`config.mk`:
```
export PLATFORM = sky130hd
export DESIGN_NAME = prescale_counter
export DESIGN_NICKNAME = d
export VERILOG_FILES = /design/src/rtl/can_timing_pkg.sv /design/src/rtl/prescale_counter.sv
export SDC_FILE = /design/constraint.sdc
export NUM_CORES = 1
export LEC_CHECK = 0
export BUFFER_PORTS_ARGS = -buffer_cell sky130_fd_sc_hd__buf_2
export CELL_PAD_IN_SITES_DETAIL_PLACEMENT = 0
export CELL_PAD_IN_SITES_GLOBAL_PLACEMENT = 1
export CORE_MARGIN = 2
export CORE_UTILIZATION = 41
export CTS_CLUSTER_SIZE = 8
export DETAILED_ROUTE_END_ITERATION = 7
export PLACE_DENSITY = 0.8
export SLEW_MARGIN = 40
export SYNTH_ARGS = -nofsm -noshare
export SYNTH_HDL_FRONTEND = slang
export SYNTH_SLANG_ARGS = --single-unit
```
`constraint.sdc`:
```
create_clock -name clk -period 2.7 [get_ports clk]
set_clock_uncertainty 0.1 [all_clocks]
set_input_delay 0 -clock clk [delete_from_list [all_inputs] [get_ports clk]]
set_output_delay 0 -clock clk [all_outputs]
set_load 0.01 [all_outputs]
```
`src/rtl/can_timing_pkg.sv`:
```
// Shared types and constants for the CAN bit-timing prescaler.
// Holds the divider FSM state encoding and the default counter width.
package can_timing_pkg;

   localparam int DEF_CNT_WIDTH = 16;

   typedef enum logic {
      STOP = 1'b0,
      RUN  = 1'b1
   } state_t;

   // A prescale value P yields one time quantum every P+1 clock cycles.
   function automatic int tq_period(input int p);
      return p + 1;
   endfunction

endpackage

```
`src/rtl/prescale_counter.sv`:
```
// Divides the system clock by (prescale+1) into a one-cycle time-quantum pulse.
// The prescale value is shadowed and only reloaded at start, restart or quantum boundary.
module prescale_counter
   import can_timing_pkg::*;
#(
   parameter int CNT_WIDTH = DEF_CNT_WIDTH
) (
   input  logic                 clk,
   input  logic                 rst,
   input  logic                 en,
   input  logic [CNT_WIDTH-1:0] prescale,
   input  logic                 res_scale,
   output logic                 tq_en,
   output logic                 running,
   output logic [CNT_WIDTH-1:0] cnt_out
);

   state_t               state_q, state_d;
   logic [CNT_WIDTH-1:0] cnt_q, cnt_d;
   logic [CNT_WIDTH-1:0] shadow_q, shadow_d;
   logic                 tq_q, tq_d;

   always_ff @(posedge clk or negedge rst) begin
      if (!rst) begin
         state_q  <= STOP;
         cnt_q    <= '0;
         shadow_q <= '0;
         tq_q     <= 1'b0;
      end else begin
         state_q  <= state_d;
         cnt_q    <= cnt_d;
         shadow_q <= shadow_d;
         tq_q     <= tq_d;
      end
   end

   // Comparison is against the shadow copy only, so a mid-quantum write never
   // changes the length of the quantum already in progress.
   always_comb begin
      state_d  = state_q;
      cnt_d    = cnt_q;
      shadow_d = shadow_q;
      tq_d     = 1'b0;
      if (!en) begin
         state_d = STOP;
         cnt_d   = '0;
      end else if (state_q == STOP) begin
         state_d  = RUN;
         cnt_d    = '0;
         shadow_d = prescale;
      end else if (res_scale) begin
         cnt_d    = '0;
         shadow_d = prescale;
      end else if (cnt_q == shadow_q) begin
         tq_d     = 1'b1;
         cnt_d    = '0;
         shadow_d = prescale;
      end else begin
         cnt_d = cnt_q + CNT_WIDTH'(1);
      end
   end

   always_comb begin
      running = (state_q == RUN);
      tq_en   = tq_q;
      cnt_out = cnt_q;
   end

endmodule

```
==> results of run 1 <==
kinds of logic (layout without fill, tap and decap cells):
family | Yosys count | count (layout) | synth area share [%]
and+or+nand+nor | 46 | 46 | 13.6
DFF | 34 | 34 | 52.6
xor gates and xnor gates | 30 | 30 | 16.2
muxes | 16 | 16 | 13.5
buffers and inverters | 5 | 63 | 2.71
adders and majority gates | 1 | 1 | 0.773
AOI/OAI and AO/OA | 1 | 1 | 0.619
stage by stage:
step / hold WS (ps) / setup WS [ps] / area, um2 / instances / power, W
finish: 107 / 450 / 2100 / 239 / 0.00106
global route: 153 / 270 / 2100 / 239 / 0.00112
CTS: 259 / 433 / 2100 / 239 / 0.00108
detailed placement: 21.9 / 433 / 1820 / 214 / 0.000693
global placement: 1.96 / 451 / 1820 / 214 / 0.000688
floorplan: -396 / 671 / 1620 / 133 / 0.000654
power groups by stage:
stage / clock network [W] / registers, W / logic (W)
finish: 0.000361 / 0.000570 / 0.000133
global route: 0.000401 / 0.000573 / 0.000147
CTS: 0.000376 / 0.000571 / 0.000135
detailed placement: 0 / 0.000580 / 0.000113
global placement: 0 / 0.000579 / 0.000109
floorplan: 0 / 0.000572 / 0.0000828
path summary, 6_finish.rpt:
path	from	to	slack [ps]	cells after the start
min in group clk	en	running$_DFF_PN0_	340	2
min	rst	cnt_out[0]$_DFF_PN0_	110	2
min reg2reg	shadow_q[13]$_DFFE_PN0P_	shadow_q[13]$_DFFE_PN0P_	430	1
max	cnt_out[9]$_DFF_PN0_	shadow_q[3]$_DFFE_PN0P_	450	5
max in group asynchronous	rst	shadow_q[1]$_DFFE_PN0P_	2080	2
max reg2reg	cnt_out[9]$_DFF_PN0_	shadow_q[3]$_DFFE_PN0P_	450	5
layout make-up:
class	instances	area [um2]	share of cell area [%]
clock buffer	6	82.6	3.94
inverter	1	3.75	0.179
multi-input combinational	94	723	34.5
sequential	34	851	40.5
tap	48	60.1	2.86
timing repair buffer	56	378	18.0
worst max-delay path: cells and delay by family, from the launching register on:
| kind | cells | cell delay (ps) |
|---|---|---|
| AOI/OAI and AO/OA | 1 | 500 |
| xor gates and xnor gates | 1 | 190 |
| DFF | 1 | 440 |
| muxes | 1 | 410 |
| and+or+nand+nor | 2 | 490 |
flip-flops by register name, summed over array words and instances (netlist names):
register	cells
cnt_out	16
tq_en	1
running	1
shadow_q	16
per-layer routing:
layer  vias to the layer above  wire length, um  part of all wire, %  global-route usage, %
li1                        558                -                    -                      -
met1                       553             1580                   47                   21.7
met2                        31             1600                   47                   26.9
met3                         4              175                  5.2                   5.91
met4                         0               22                 0.65                   4.59
met5                         -                0                    0                      0
layout by cell type, fill, tap and decap left out:
cell and instances:
a21bo_1 1, and3_1 2, and4_1 2, buf_2 36, buf_4 1, clkbuf_8 6
dfrtp_1 34, dlygate4sd3_1 19, ha_1 1, inv_1 1, mux2_2 6, mux2_4 10
nand2_1 7, nand3_1 7, nand4_1 3, nor2_1 19, nor2b_1 1, nor3b_1 1
nor4_1 4, xnor2_1 4, xor2_1 26
==> run_results.csv, run 1 <==
group,metric,value,unit
run_status,status,"completed",
cells_and_area,final_nets,213,
logic_synthesis,synth_top_area_share,52.6,%
pwr,switching_share,22.6,%
timing,rsz0062_at_grt,"no",
critical_path,max_stage_delay,500,ps
cells_and_area,area_growth,29.7,%
pwr,clock_power_share,33.9,%
cells_and_area,drive_gt1_share,30.9,%
clock_network,clk_latency,280,ps
clock_network,cts_tree,"built",
route,wirelength,3380,um
timing,hold_viol_final,0,
grt,track_usage,16.9,%
clock_network,clkTransAtPathRegs,60,ps
logic_synthesis,synth_seq_cells,34,
logic_synthesis,synth_common_cells,"dfrtp_1, xor2_1, nor2_1, mux2_4",
placement,numPortBuffers,37,
clock_network,numClockSinks,34,
route,drtIter0Drc,36,
logic_synthesis,synth.net_count,154,
timing,setup_tns,0,ps
floorplan,core_area,3720,um2
critical_path,cp_slowest_cell,"a21bo_1",
critical_path,cp-end-kind,"flip-flop",
logic_synthesis,syn_area_per_cell,12.2,um2
placement,gp_congestion,0.802,
cells_and_area,n_fill_cell,339,
timing,maxSlewViolCount,0,
logic_synthesis,syn_inst,133,
logic_synthesis,synth.most_common_cell,"dfrtp_1",
floorplan,die_h,66.8,um
timing,fmax,445,MHz
floorplan,die-area,4460,um2
clock_network,clockBufferDepth,2,
route,wl_per_cell,14.1,um
critical_path,crit_chain,"xor2_1, nor4_1, nand4_1, a21bo_1, mux2_4",
timing,maxSlewHeadroom,49.2,%
clock_network,postCtsHoldBufs,19,
timing,layout_min_cycle_time,2250,ps
logic_synthesis,synth_ff_type,"dfrtp_1",
pwr,ir_worst_vdd,0.322,mV
flow_run,cap_violations,0,
critical_path,cp.required,2760,ps
pwr,p_int,0.000824,W
floorplan,rows,22,
critical_path,worst_setup_path_start_kind,"flip-flop",
logic_synthesis,synthTopCellsByArea,"dfrtp_1, xor2_1, mux2_4",
logic_synthesis,synth_area,1620,um2
grt,antenna_found_initial,0,
cells_and_area,diodes,0,
critical_path,path_class,"flip-flop to flip-flop",
clock_network,htreeDepth,2,
clock_network,cts_root_buffer,"clkbuf_8",
grt,overflow,0,
route,vias_per_cell,4.79,
floorplan,die_x,66.8,um
clock_network,ctsResizeCount,0,
timing,fin_crit_sh,83.3,%
placement,detailed_place_hpwl,2350,um
floorplan,start_util,43.5,%
grt,grt_start_max_net_pins,35,
critical_path,cp_max_fo,16,
logic_synthesis,synth-warning-count,0,
floorplan,ios,38,
pwr,power_frac_comb,12.5,%
logic_synthesis,synth-seq-area-share,52.6,%
cells_and_area,post-route-util,56.5,%
route,ant_nets,0,
critical_path,cp_data_arrival_time,2310,ps
route,remaining_drc_errors,0,
timing,setup_viol,0,
pwr,p_sw,0.000240,W
pwr,power_density,507,nW/um2
route,via_count,1146,
grt,first_global_vias,1137,
hold_path,hold_class,"input pin to async pin",
logic_synthesis,post_synth_num_cell_types,21,
logic_synthesis,yosysTopAreaCell,"dfrtp_1",
pwr,power_leakage,1.04,nW
logic_synthesis,async_flop_share,100,%
timing,worst_pin_slew,761,ps
clock_network,cts_buffers,5,
clock_network,postCtsSetupRepairBufs,0,
pwr,p_seq_share,53.6,%
grt,grt_pass1_wl,5460,um
logic_synthesis,synth_edf_count,0,
route,dr.pass1.iters,2,
(Power assumes the default switching activity.)
==> run 2: changes to the inputs <==
--- a/config.mk
+++ b/config.mk
@@ -5,14 +5,15 @@
 export SDC_FILE = /design/constraint.sdc
 export NUM_CORES = 1
 export LEC_CHECK = 0
+export ABC_AREA = 1
 export BUFFER_PORTS_ARGS = -buffer_cell sky130_fd_sc_hd__buf_2
 export CELL_PAD_IN_SITES_DETAIL_PLACEMENT = 0
 export CELL_PAD_IN_SITES_GLOBAL_PLACEMENT = 1
 export CORE_MARGIN = 2
-export CORE_UTILIZATION = 41
+export CORE_UTILIZATION = 35
 export CTS_CLUSTER_SIZE = 8
 export DETAILED_ROUTE_END_ITERATION = 7
-export PLACE_DENSITY = 0.8
+export PLACE_DENSITY = 0.78
 export SLEW_MARGIN = 40
 export SYNTH_ARGS = -nofsm -noshare
 export SYNTH_HDL_FRONTEND = slang
==> constraint.sdc (replaced) <==
create_clock -name clk -period 1.9 [get_ports clk]
set_clock_uncertainty 0.1 [all_clocks]
set_input_delay 0 -clock clk [delete_from_list [all_inputs] [get_ports clk]]
set_output_delay 0 -clock clk [all_outputs]
set_load 0.01 [all_outputs]
==> run 2 against run 1 <==
Effect of this change: die area up 29%; critical path depth up 4; total power up 46%; final cell count up 58%; global-route usage down 1.0 points; final area up 12%; synthesized cell count up 85%; clock-buffer cell count up 1; via count up 40%; core utilization down 9.8 points; critical endpoint is now cnt_out[12]$_DFF_PN0_; largest power group unchanged.
==> run_results.csv, run 2 <==
group,metric,value,unit
route,via_count,1599,
grt,track_usage,15.8,%
logic_synthesis,synth_area,1800,um2
pwr,p_seq_share,51.6,%
clock_network,htreeDepth,2,
cells_and_area,drive_gt1_share,20.1,%
pwr,power_density,661,nW/um2
critical_path,cp-end-kind,"flip-flop",
clock_network,cts_root_buffer,"clkbuf_8",
route,remaining_drc_errors,0,
run_status,status,"completed",
clock_network,clkTransAtPathRegs,70,ps
pwr,power.total,0.00156,W
pwr,power_leakage,1.26,nW
clock_network,clk_latency,280,ps
cells_and_area,post-route-util,46.7,%
pwr,ir_worst_vdd,0.282,mV
floorplan,die_h,75.8,um
timing,fmax,593,MHz
floorplan,ios,38,
timing,worst_pin_slew,439,ps
logic_synthesis,synth.most_common_cell,"nand2_1",
timing,layout_min_cycle_time,1690,ps
logic_synthesis,synth_ff_type,"dfrtp_1",
logic_synthesis,synthTopCellsByArea,"dfrtp_1, nand2_1, nor2_1",
timing,holdWs,103,ps
cells_and_area,final_cell_count_no_fill,378,
clock_network,cts_tree,"built",
placement,dp.cells,349,
floorplan,die_x,75.8,um
critical_path,cp_common_cell,"nand3_1",
pwr,p_int,0.00116,W
clock_network,cts_buffers,5,
critical_path,cp_max_fo,5,
placement,gp_congestion,0.822,
critical_path,worst_setup_path_start_kind,"flip-flop",
floorplan,start_util,35.8,%
cells_and_area,area_growth,30.6,%
route,ant_nets,0,
timing,hold_viol_final,0,
logic_synthesis,synth-seq-area-share,47.2,%
floorplan,die-area,5740,um2
critical_path,max_stage_delay,410,ps
logic_synthesis,synth_common_cells,"nand2_1, nor2_1, dfrtp_1, inv_1, nand3_1",
logic_synthesis,syn_area_per_cell,7.33,um2
grt,grt_pass1_wl,6780,um
critical_path,cp_data_arrival_time,1790,ps
route,vias_per_cell,4.23,
hold_path,hold_class,"input pin to async pin",
pwr,switching_share,25.7,%
logic_synthesis,yosysTopAreaCell,"dfrtp_1",
route,wl_per_cell,10.6,um
flow_run,cap_violations,0,
route,drtIter0Drc,66,
cells_and_area,n_fill_cell,519,
logic_synthesis,synth_top_area_share,47.2,%
critical_path,path_class,"flip-flop to flip-flop",
timing,fin_crit_sh,88.8,%
logic_synthesis,synth-warning-count,0,
logic_synthesis,synth_seq_cells,34,
cells_and_area,final_nets,328,
cells_and_area,diodes,0,
route,wirelength,4010,um
clock_network,numClockSinks,34,
timing,maxSlewHeadroom,70.8,%
critical_path,cp.required,2010,ps
logic_synthesis,post_synth_num_cell_types,20,
critical_path,crit_chain,"ha_2, nand3_1, inv_1, nand3_1, nor2_2, nand2_1, o21ai_1, o21ai_0, nor2_1",
logic_synthesis,async_flop_share,100,%
timing,setup_viol,0,
timing,setup_tns,0,ps
pwr,clock_power_share,35.2,%
floorplan,rows,26,
logic_synthesis,synth_edf_count,0,
cells_and_area,final_cell_mix,"nand2_1, buf_2, nor2_1",
clock_network,clockBufferDepth,2,
timing,rsz0062_at_grt,"no",
timing,maxSlewViolCount,0,
grt,overflow,0,
logic_synthesis,syn_inst,246,
route,dr.pass1.iters,4,
pwr,p_sw,0.000401,W
logic_synthesis,synth.net_count,267,
critical_path,reg2reg_depth,9,
critical_path,cp_slowest_cell,"dfrtp_1",
grt,antenna_found_initial,0,
floorplan,core_area,5040,um2
placement,detailed_place_hpwl,2810,um
grt,grt_start_max_net_pins,35,
cells_and_area,final_common_cell,"nand2_1",
pwr,power_frac_comb,13.3,%
placement,numPortBuffers,37,
grt,first_global_vias,1479,
-- run 2: changes by cell type after synthesis, sizes merged, moves of 3 or more --
cell and delta:
inv +33, mux2 -16, xnor2 -3, o21ai +6, nor4 -4, nand2 +86, nand3 +16, nor2 +17
xor2 -18
-- run 2: metrics by stage --
step / setup WS (ps) / area (um2)
final: 214 / 2350
after global routing: 12.9 / 2350
after CTS: 104 / 2330
after detailed placement: 114 / 2050
after global placement: 197 / 2050
after floorplan: 286 / 1800
-- run 2: worst paths after layout --
kind	startpoint	to	slack (ps)
max in group asynchronous	rst	cnt_out[0]$_DFF_PN0_	1260
min reg2reg	cnt_out[0]$_DFF_PN0_	cnt_out[0]$_DFF_PN0_	390
min in group clk	prescale[14]	shadow_q[14]$_DFFE_PN0P_	380
max	cnt_out[1]$_DFF_PN0_	cnt_out[12]$_DFF_PN0_	210
max reg2reg	cnt_out[1]$_DFF_PN0_	cnt_out[12]$_DFF_PN0_	210
min	rst	cnt_out[12]$_DFF_PN0_	100
-- run 2: cells by family after synthesis --
| family | synth area share, % |
|---|---|
| XOR/XNOR | 4.37 |
| adder cells (fa/ha/maj) | 0.694 |
| AND/OR/NAND/NOR | 37.1 |
| flip-flops | 47.2 |
| AO/OA/AOI/OAI | 1.67 |
| buffers and inverters | 8.95 |
-- run 2: area by class of cell --
type	count	area (um2)	area share, %
Multi-Input combinational cell	173	796	33.8
Clock inverter	1	5.00	0.213
Timing Repair Buffer	59	400	17.0
Inverter	34	128	5.42
Clock buffer	7	86.3	3.67
Sequential cell	34	852	36.2
Tap cell	70	87.6	3.72
-- run 2: worst max-delay path: cells and delay by family, from the launching register on --
kind | cells | cell delay [ps]
fa+ha+maj | 1 | 210
compound gates | 2 | 220
flops | 1 | 410
simple gates | 5 | 600
buf+inv | 1 | 70
-- run 2: routing by layer --
layer / vias to the layer above / wire length, um / GRT usage, %
li1: 868 / - / -
met1: 704 / 2050 / 22.6
met2: 25 / 1820 / 23.4
met3: 2 / 107 / 4.37
met4: 0 / 27 / 4.68
met5: - / 0 / 0
-- run 2: power by group through the flow --
stage | clock network [W] | logic, W | registers [W]
after detailed placement | 0 | 0.000179 | 0.000816
after floorplan | 0 | 0.000125 | 0.000807
after global routing | 0.000615 | 0.000241 | 0.000809
final | 0.000547 | 0.000206 | 0.000803
after CTS | 0.000571 | 0.000210 | 0.000803
after global placement | 0 | 0.000176 | 0.000816
-- run 2: timing repair --
action | 4_1_cts | 5_1_grt
hold buffers | 19 | 0
endpoints found under the setup margin | 0 | 4
hold endpoints to repair | 52 | 0
buffers inserted | 0 | 2
gates resized for setup | 0 | 5
